$ cat src/rtl/framebuffer_arbiter_if.sv
// Framebuffer arbiter bus: scanout read port, pixel write port and the single-port RAM command/return path.
// slave = arbiter side, master = requester/RAM side.
interface framebuffer_arbiter_if #(
  parameter int ADDR_W = 15,
  parameter int DATA_W = 16
);
  logic              rd_req;
  logic [ADDR_W-1:0] rd_addr;
  logic              rd_ready;
  logic              rd_valid;
  logic [DATA_W-1:0] rd_data;

  logic              wr_req;
  logic [ADDR_W-1:0] wr_addr;
  logic [DATA_W-1:0] wr_data;
  logic              wr_ack;

  logic              ram_en;
  logic              ram_we;
  logic [ADDR_W-1:0] ram_addr;
  logic [DATA_W-1:0] ram_wdata;
  logic [DATA_W-1:0] ram_rdata;

  modport slave (
    input  rd_req, rd_addr, wr_req, wr_addr, wr_data, ram_rdata,
    output rd_ready, rd_valid, rd_data, wr_ack, ram_en, ram_we, ram_addr, ram_wdata
  );

  modport master (
    output rd_req, rd_addr, wr_req, wr_addr, wr_data, ram_rdata,
    input  rd_ready, rd_valid, rd_data, wr_ack, ram_en, ram_we, ram_addr, ram_wdata
  );
endinterface

$ cat src/rtl/framebuffer_arbiter.sv
// Shares one single-port framebuffer RAM between scanout reads and pixel writes; read data returns 3 clk after accept.
// Backpressure: rd_ready drops while the 2-entry read queue is full; writes hold wr_req until the wr_ack pulse.
module fb_fifo #(
  parameter int WIDTH = 8,
  parameter int DEPTH = 2
) (
  input  logic             clk,
  input  logic             reset_n,
  input  logic             push,
  input  logic [WIDTH-1:0] push_dat,
  output logic             full,
  input  logic             pop,
  output logic [WIDTH-1:0] pop_dat,
  output logic             empty
);
  localparam int PW = (DEPTH > 1) ? $clog2(DEPTH) : 1;
  localparam int CW = $clog2(DEPTH + 1);

  logic [WIDTH-1:0] mem [DEPTH];
  logic [PW-1:0]    wptr;
  logic [PW-1:0]    rptr;
  logic [CW-1:0]    cnt;

  function automatic logic [PW-1:0] nxt(input logic [PW-1:0] p);
    return (p == PW'(DEPTH - 1)) ? '0 : p + 1'b1;
  endfunction

  assign full    = (cnt == CW'(DEPTH));
  assign empty   = (cnt == '0);
  assign pop_dat = mem[rptr];

  always_ff @(posedge clk) begin
    if (push) mem[wptr] <= push_dat;
  end

  always_ff @(posedge clk or negedge reset_n) begin
    if (!reset_n) begin
      wptr <= '0;
      rptr <= '0;
      cnt  <= '0;
    end else begin
      if (push) wptr <= nxt(wptr);
      if (pop)  rptr <= nxt(rptr);
      cnt <= cnt + CW'(push) - CW'(pop);
    end
  end
endmodule

module framebuffer_arbiter #(
  parameter int ADDR_W       = 15,
  parameter int DATA_W       = 16,
  parameter int STARVE_LIMIT = 4
) (
  input logic                  clk,
  input logic                  reset_n,
  input logic                  scan_active,
  framebuffer_arbiter_if.slave bus
);
  localparam int SW = $clog2(STARVE_LIMIT + 1);
  localparam logic [SW-1:0] STARVE_MAX = SW'(STARVE_LIMIT);

  logic              q_full;
  logic              q_empty;
  logic              q_push;
  logic [ADDR_W-1:0] q_head;
  logic              rd_pend;
  logic              wr_pend;
  logic              grant_wr;
  logic              grant_rd;
  logic [SW-1:0]     starve_cnt;
  logic              rd_issued;

  assign bus.rd_ready = !q_full;
  assign q_push       = bus.rd_req && !q_full;

  fb_fifo #(.WIDTH(ADDR_W), .DEPTH(2)) u_rd_q (
    .clk      (clk),
    .reset_n  (reset_n),
    .push     (q_push),
    .push_dat (bus.rd_addr),
    .full     (q_full),
    .pop      (grant_rd),
    .pop_dat  (q_head),
    .empty    (q_empty)
  );

  // The ack cycle masks wr_req so a held request is not written twice.
  assign rd_pend  = !q_empty;
  assign wr_pend  = bus.wr_req && !bus.wr_ack;
  assign grant_wr = wr_pend && (!rd_pend || !scan_active || starve_cnt == STARVE_MAX);
  assign grant_rd = rd_pend && !grant_wr;

  always_ff @(posedge clk or negedge reset_n) begin
    if (!reset_n) begin
      starve_cnt <= '0;
    end else if (grant_wr || !wr_pend) begin
      starve_cnt <= '0;
    end else if (grant_rd && starve_cnt != STARVE_MAX) begin
      starve_cnt <= starve_cnt + 1'b1;
    end
  end

  always_ff @(posedge clk or negedge reset_n) begin
    if (!reset_n) begin
      bus.ram_en    <= 1'b0;
      bus.ram_we    <= 1'b0;
      bus.ram_addr  <= '0;
      bus.ram_wdata <= '0;
      bus.wr_ack    <= 1'b0;
    end else begin
      bus.ram_en <= grant_wr || grant_rd;
      bus.ram_we <= grant_wr;
      bus.wr_ack <= grant_wr;
      if (grant_wr) begin
        bus.ram_addr  <= bus.wr_addr;
        bus.ram_wdata <= bus.wr_data;
      end else if (grant_rd) begin
        bus.ram_addr <= q_head;
      end
    end
  end

  // rd_issued tracks the RAM's one-cycle read latency; clearing it on reset drops any in-flight return.
  always_ff @(posedge clk or negedge reset_n) begin
    if (!reset_n) begin
      rd_issued    <= 1'b0;
      bus.rd_valid <= 1'b0;
      bus.rd_data  <= '0;
    end else begin
      rd_issued    <= bus.ram_en && !bus.ram_we;
      bus.rd_valid <= rd_issued;
      if (rd_issued) bus.rd_data <= bus.ram_rdata;
    end
  end
endmodule
$ cat src/flat_wrapper.sv
// flat-port wrapper written by rule: the top's interface ports become plain ports
module framebuffer_arbiter_flat 
#(
  parameter int ADDR_W       = 15,
  parameter int DATA_W       = 16,
  parameter int STARVE_LIMIT = 4
)
  (clk, reset_n, scan_active, bus_rd_req, bus_rd_addr, bus_wr_req, bus_wr_addr, bus_wr_data, bus_ram_rdata, bus_rd_ready, bus_rd_valid, bus_rd_data, bus_wr_ack, bus_ram_en, bus_ram_we, bus_ram_addr, bus_ram_wdata);
  framebuffer_arbiter_if #(.ADDR_W(ADDR_W), .DATA_W(DATA_W)) bus_i ();
  input logic clk;
  input logic reset_n;
  input logic scan_active;
  input wire logic [$bits(bus_i.rd_req)-1:0] bus_rd_req;
  input wire logic [$bits(bus_i.rd_addr)-1:0] bus_rd_addr;
  input wire logic [$bits(bus_i.wr_req)-1:0] bus_wr_req;
  input wire logic [$bits(bus_i.wr_addr)-1:0] bus_wr_addr;
  input wire logic [$bits(bus_i.wr_data)-1:0] bus_wr_data;
  input wire logic [$bits(bus_i.ram_rdata)-1:0] bus_ram_rdata;
  output wire logic [$bits(bus_i.rd_ready)-1:0] bus_rd_ready;
  output wire logic [$bits(bus_i.rd_valid)-1:0] bus_rd_valid;
  output wire logic [$bits(bus_i.rd_data)-1:0] bus_rd_data;
  output wire logic [$bits(bus_i.wr_ack)-1:0] bus_wr_ack;
  output wire logic [$bits(bus_i.ram_en)-1:0] bus_ram_en;
  output wire logic [$bits(bus_i.ram_we)-1:0] bus_ram_we;
  output wire logic [$bits(bus_i.ram_addr)-1:0] bus_ram_addr;
  output wire logic [$bits(bus_i.ram_wdata)-1:0] bus_ram_wdata;
  assign bus_i.rd_req = bus_rd_req;
  assign bus_i.rd_addr = bus_rd_addr;
  assign bus_i.wr_req = bus_wr_req;
  assign bus_i.wr_addr = bus_wr_addr;
  assign bus_i.wr_data = bus_wr_data;
  assign bus_i.ram_rdata = bus_ram_rdata;
  assign bus_rd_ready = bus_i.rd_ready;
  assign bus_rd_valid = bus_i.rd_valid;
  assign bus_rd_data = bus_i.rd_data;
  assign bus_wr_ack = bus_i.wr_ack;
  assign bus_ram_en = bus_i.ram_en;
  assign bus_ram_we = bus_i.ram_we;
  assign bus_ram_addr = bus_i.ram_addr;
  assign bus_ram_wdata = bus_i.ram_wdata;
  framebuffer_arbiter #(.ADDR_W(ADDR_W), .DATA_W(DATA_W), .STARVE_LIMIT(STARVE_LIMIT)) u_core (.clk(clk), .reset_n(reset_n), .scan_active(scan_active), .bus(bus_i));
endmodule
$ cat config.mk
export PLATFORM = sky130hd
export DESIGN_NAME = framebuffer_arbiter_flat
export DESIGN_NICKNAME = d
export VERILOG_FILES = /design/src/rtl/framebuffer_arbiter_if.sv /design/src/rtl/framebuffer_arbiter.sv /design/src/flat_wrapper.sv
export SDC_FILE = /design/constraint.sdc
export NUM_CORES = 1
export LEC_CHECK = 0
export CAP_MARGIN = 20
export CORE_ASPECT_RATIO = 1.4
export CORE_UTILIZATION = 60
export DETAILED_ROUTE_END_ITERATION = 10
export DONT_BUFFER_PORTS = 1
export GPL_TIMING_DRIVEN = 1
export PLACE_DENSITY = 0.81
export SETUP_SLACK_MARGIN = 0.1
export SLEW_MARGIN = 20
export SYNTH_ARGS = -nofsm -noshare
export SYNTH_HDL_FRONTEND = slang
export SYNTH_SLANG_ARGS = --single-unit
$ cat constraint.sdc
create_clock -name clk -period 2.6 [get_ports clk]
set_clock_uncertainty 0.2 [all_clocks]
set_input_delay 0.52 -clock clk [delete_from_list [all_inputs] [get_ports clk]]
set_output_delay 0.52 -clock clk [all_outputs]
set_load 0.05 [all_outputs]
==> run summary <==
Sorting the synthesized cells by how often they occur yields sky130_fd_sc_hd__dfrtp_1 (58), sky130_fd_sc_hd__mux2_2 (32), sky130_fd_sc_hd__edfxtp_1 (30), sky130_fd_sc_hd__inv_1 (20). The tools report the pin count of the biggest net entering global routing as 59. The overall fraction of global-route tracks in use is 0.215, and the clock sink total is 88.

For this run, design rule violations remaining after detail routing come to 0. The worst setup path is captured at a flip-flop. The floorplan step defined a core boundary enclosing 0.00557 sq mm. The die covers 0.00614 sq mm. The logs give 493 MHz for the maximum achievable frequency and 340 ps for the clock latency at the later pin of the worst-skew pair. The synthesized net count was 295; the mapped cell area was 0.00350 sq mm.

For the worst setup path, the data required time is 2670 ps. The share of total power in the clock network was 0.173; the normalized max-slew margin was 0.591. The register clock-pin slew on the reported worst setup and hold paths was 80 ps.

The run gives 1812 as the total number of vias. The proportion of netlist area held by the largest area contributor works out to 0.415. At the worst endpoint, the arrival time is 2100 ps.

For the starting density of the core, the log shows 0.629. The number of inserted filler cells in the final layout came out at 404. The total overflow left after global routing is 0. The worst-margin pin slew came out at 614 ps. Among all stages on the critical path, the largest delay is contributed by sky130_fd_sc_hd__dfrtp_1. In this run the remaining antenna-violating nets after routing total 0. A synthesized cell averages 15.6 sq um. The type of the tightest min-delay check was in -> reg. Traced cell by cell, the critical path runs through inv_1 > ha_1 > a21boi_2 > o21a_1 > ha_1 > inv_1 > ha_1 > xnor2_1 > xnor2_1. The tools report the number of antenna violations at the first check in global routing as 0. Synthesis instantiated 27 different standard cells from the library. The first detailed-routing pass ran for 4 iterations. Setup repair after global routing left no endpoint under its margin. The tools report the internal power summed over all cells as 0.00301 W. By startpoint and endpoint, the worst setup path is classified as reg -> reg.

The number of clock buffers added by TritonCTS is 9. Across the run, the number of max-cap violations was 0. The share of synthesized registers carrying an async set or reset works out to 0.659. The largest single stage delay on the critical path is 390 ps. For the wire length of the first global-routing pass, the log shows 9240 um. The tools report the number of slew-limit violations in the final report as 0. The power per cell area is 1470 mW/mm^2, and the number of global-route vias before repair is 1845. For this run, the post-layout net count is 304. Across the VDD grid, the largest voltage drop is 0.696 mV. Yosys mapped a number of flops with a built-in enable equal to 30.

The number of primary I/O pins was 119; the fraction of final layout cells sized beyond drive strength 1 was 0.278. The fraction of power consumed by sequential logic is 0.624, and the post-layout minimum cycle time is 2030 ps. No sink is reached through more buffers than the 2 on the longest clock path.

sky130_fd_sc_hd__dfrtp_1 takes more of the synthesized area than any other cell. The number of antenna diodes in the final layout is 0. Proportion of total power due to net switching: 0.459. Synthesis produced 224 cells. The post-CTS setup buffer count was 0; the largest fanout on the critical path was 3.

The flip-flop and latch count after synthesis was 88. The total of buffers placed on input and output ports is 0. In the post-synthesis netlist, the biggest area contributors are sky130_fd_sc_hd__dfrtp_1 (41%), sky130_fd_sc_hd__edfxtp_1 (26%), sky130_fd_sc_hd__mux2_2 (10%). The analysis attributes to cell leakage a power of 1.56 nW. TritonCTS built the clock tree.

Among all cell types in the netlist, the one instantiated most often is sky130_fd_sc_hd__dfrtp_1. The total detailed-routing wirelength is 5980 um, and the cell row count is 32. The tools report the final number of setup-violating endpoints as 0. For the final routed database, the setup TNS stands at 0 ps. Number of instances on the worst hold path: 0. Kind of launch point of the worst setup path: a flip-flop. The run finished with clean final reports.

In this design, the critical path's most frequently occurring cell is sky130_fd_sc_hd__ha_1. Once the clock tree was built, the resizer swapped 0 gates to a different size. Post-route clock period utilization: 0.780. The number of warnings printed during yosys synthesis was 0.

Measured in cells, the most critical reg-to-reg path has a length of 9. The clock tree synthesis step divided the H-tree into 3 levels. After legalization and detailed placement, the total HPWL measured 4210 um.

After detailed routing, the number of vias per cell comes to 5.94. The number of failing hold endpoints at the final stage was 0; the wire length per cell was 19.6 um. Combinational power share: 0.203. The core utilization of the finished layout is 0.682, and the die span in x is 66.5 um. For this design the total switching power over the nets is 0.00255 W.

Cell chosen for the clock root: sky130_fd_sc_hd__clkbuf_8. Relative to the synthesized area, the layout overhead comes to 8.44%. The weighted congestion reported at the end of routability-driven placement was 0.736; the sequential cell area fraction in the yosys report was 0.672.

The height of the chip is 92.4 um. The most used flip-flop cell after synthesis is sky130_fd_sc_hd__dfrtp_1. In this run, the number of DRC markers left after iteration 0 of detailed routing was 103.
[worst paths after layout]
path	startpoint	to	slack [ps]
max	u_core.starve_cnt[0]$_DFFE_PN0P_	u_core.u_rd_q.cnt[1]$_DFF_PN0_	570
min	bus_rd_addr[3]	u_core.u_rd_q.mem[1][3]$_DFFE_PP_	70
max reg2reg	u_core.starve_cnt[0]$_DFFE_PN0P_	u_core.u_rd_q.cnt[1]$_DFF_PN0_	570
min reg2reg	u_core.starve_cnt[0]$_DFFE_PN0P_	u_core.starve_cnt[0]$_DFFE_PN0P_	280
max in group asynchronous	reset_n	u_core.bus.ram_wdata[11]$_DFFE_PN0P_	1440
min in group asynchronous	reset_n	u_core.bus.ram_addr[1]$_DFFE_PN0P_	530
[critical path: cells and delay by family, from the launching register on]
family          cells  cell delay (ps)
compound gates      2              420
flops               1              390
fa+ha+maj           3              570
xor+xnor            2              260
buf+inv             2              110
[flip-flops by register name, indices dropped and copies added, names as in the netlist]
signal,count
u_core.u_rd_q.mem,30
u_core.bus.ram_wdata,16
u_core.bus.rd_data,16
u_core.bus.ram_addr,15
u_core.starve_cnt,3
u_core.u_rd_q.cnt,2
u_core.bus.ram_en,1
u_core.bus.rd_valid,1
u_core.bus.wr_ack,1
u_core.rd_issued,1
u_core.u_rd_q.rptr,1
u_core.u_rd_q.wptr,1
[cells in the final DEF, fill, tap and decap left out]
master / instances
sky130_fd_sc_hd__a221oi_1: 7
sky130_fd_sc_hd__inv_1: 20
sky130_fd_sc_hd__xor2_1: 1
sky130_fd_sc_hd__inv_4: 1
sky130_fd_sc_hd__nand2b_1: 1
sky130_fd_sc_hd__nor2_1: 5
sky130_fd_sc_hd__clkbuf_1: 2
sky130_fd_sc_hd__buf_4: 10
sky130_fd_sc_hd__mux2i_1: 15
sky130_fd_sc_hd__a21oi_4: 1
sky130_fd_sc_hd__nor2b_1: 2
sky130_fd_sc_hd__nand2_1: 1
sky130_fd_sc_hd__dlygate4sd3_1: 1
sky130_fd_sc_hd__a21boi_2: 1
sky130_fd_sc_hd__clkbuf_16: 1
sky130_fd_sc_hd__xnor2_1: 4
sky130_fd_sc_hd__a221oi_2: 8
sky130_fd_sc_hd__buf_16: 1
sky130_fd_sc_hd__nand3_1: 1
sky130_fd_sc_hd__o21a_1: 1
sky130_fd_sc_hd__edfxtp_1: 30
sky130_fd_sc_hd__mux2_2: 32
sky130_fd_sc_hd__ha_1: 4
sky130_fd_sc_hd__clkbuf_8: 10
sky130_fd_sc_hd__nor3_1: 15
sky130_fd_sc_hd__or2_1: 1
sky130_fd_sc_hd__bufinv_16: 1
sky130_fd_sc_hd__or2b_1: 1
sky130_fd_sc_hd__and3_1: 1
sky130_fd_sc_hd__dfrtp_1: 58
[layout make-up]
class	instances	area [sq um]	area share
Sequential cell	88	2350	0.620
Multi-Input combinational cell	102	962	0.254
Clock buffer	13	170	0.0449
Timing Repair Buffer	12	113	0.0297
Tap cell	68	85.1	0.0224
Inverter	20	75.1	0.0198
Clock inverter	2	36.3	0.00956
[power by group through the flow]
stage | logic [W] | registers (W) | clock network, W
after global placement | 0.00107 | 0.00349 | 0
after detailed placement | 0.00112 | 0.00351 | 0
after CTS | 0.00115 | 0.00348 | 0.000987
final | 0.00113 | 0.00347 | 0.000961
after global routing | 0.00124 | 0.00354 | 0.00105
after floorplan | 0.00101 | 0.00338 | 0
[logic make-up after synthesis]
family	share of synthesized area
AND/OR/NAND/NOR	0.0404
buffers and inverters	0.0526
flip-flops	0.672
multiplexers	0.146
AO/OA/AOI/OAI	0.0619
XOR/XNOR	0.0125
adder cells (fa/ha/maj)	0.0143
[stage by stage]
| step | hold slack (ps) | instance area [sq um] | total power [W] | setup slack (ps) | std cells |
|---|---|---|---|---|---|
| after floorplan | 24.4 | 3500 | 0.00439 | 272 | 224 |
| after global placement | 25.4 | 3550 | 0.00456 | 653 | 288 |
| after detailed placement | 25.5 | 3550 | 0.00463 | 567 | 288 |
| after CTS | 52.3 | 3790 | 0.00562 | 564 | 305 |
| after global routing | 42.2 | 3790 | 0.00582 | 459 | 305 |
| final | 67.2 | 3790 | 0.00556 | 571 | 305 |
[metal layers]
| metal | GRT usage | vias to the layer above | routed length (um) |
|---|---|---|---|
| met3 | 0.0603 | 12 | 396 |
| met5 | 0 | - | 0 |
| met4 | 0.110 | 0 | 140 |
| met2 | 0.362 | 86 | 3210 |
| li1 | - | 811 | - |
| met1 | 0.243 | 903 | 2240 |
[timing repair]
action | 4_1_cts | 5_1_grt
setup endpoints to repair | 0 | 0
endpoints found under the hold margin | 58 | 0
hold buffers | 2 | 0
(Power assumes the default switching activity.)
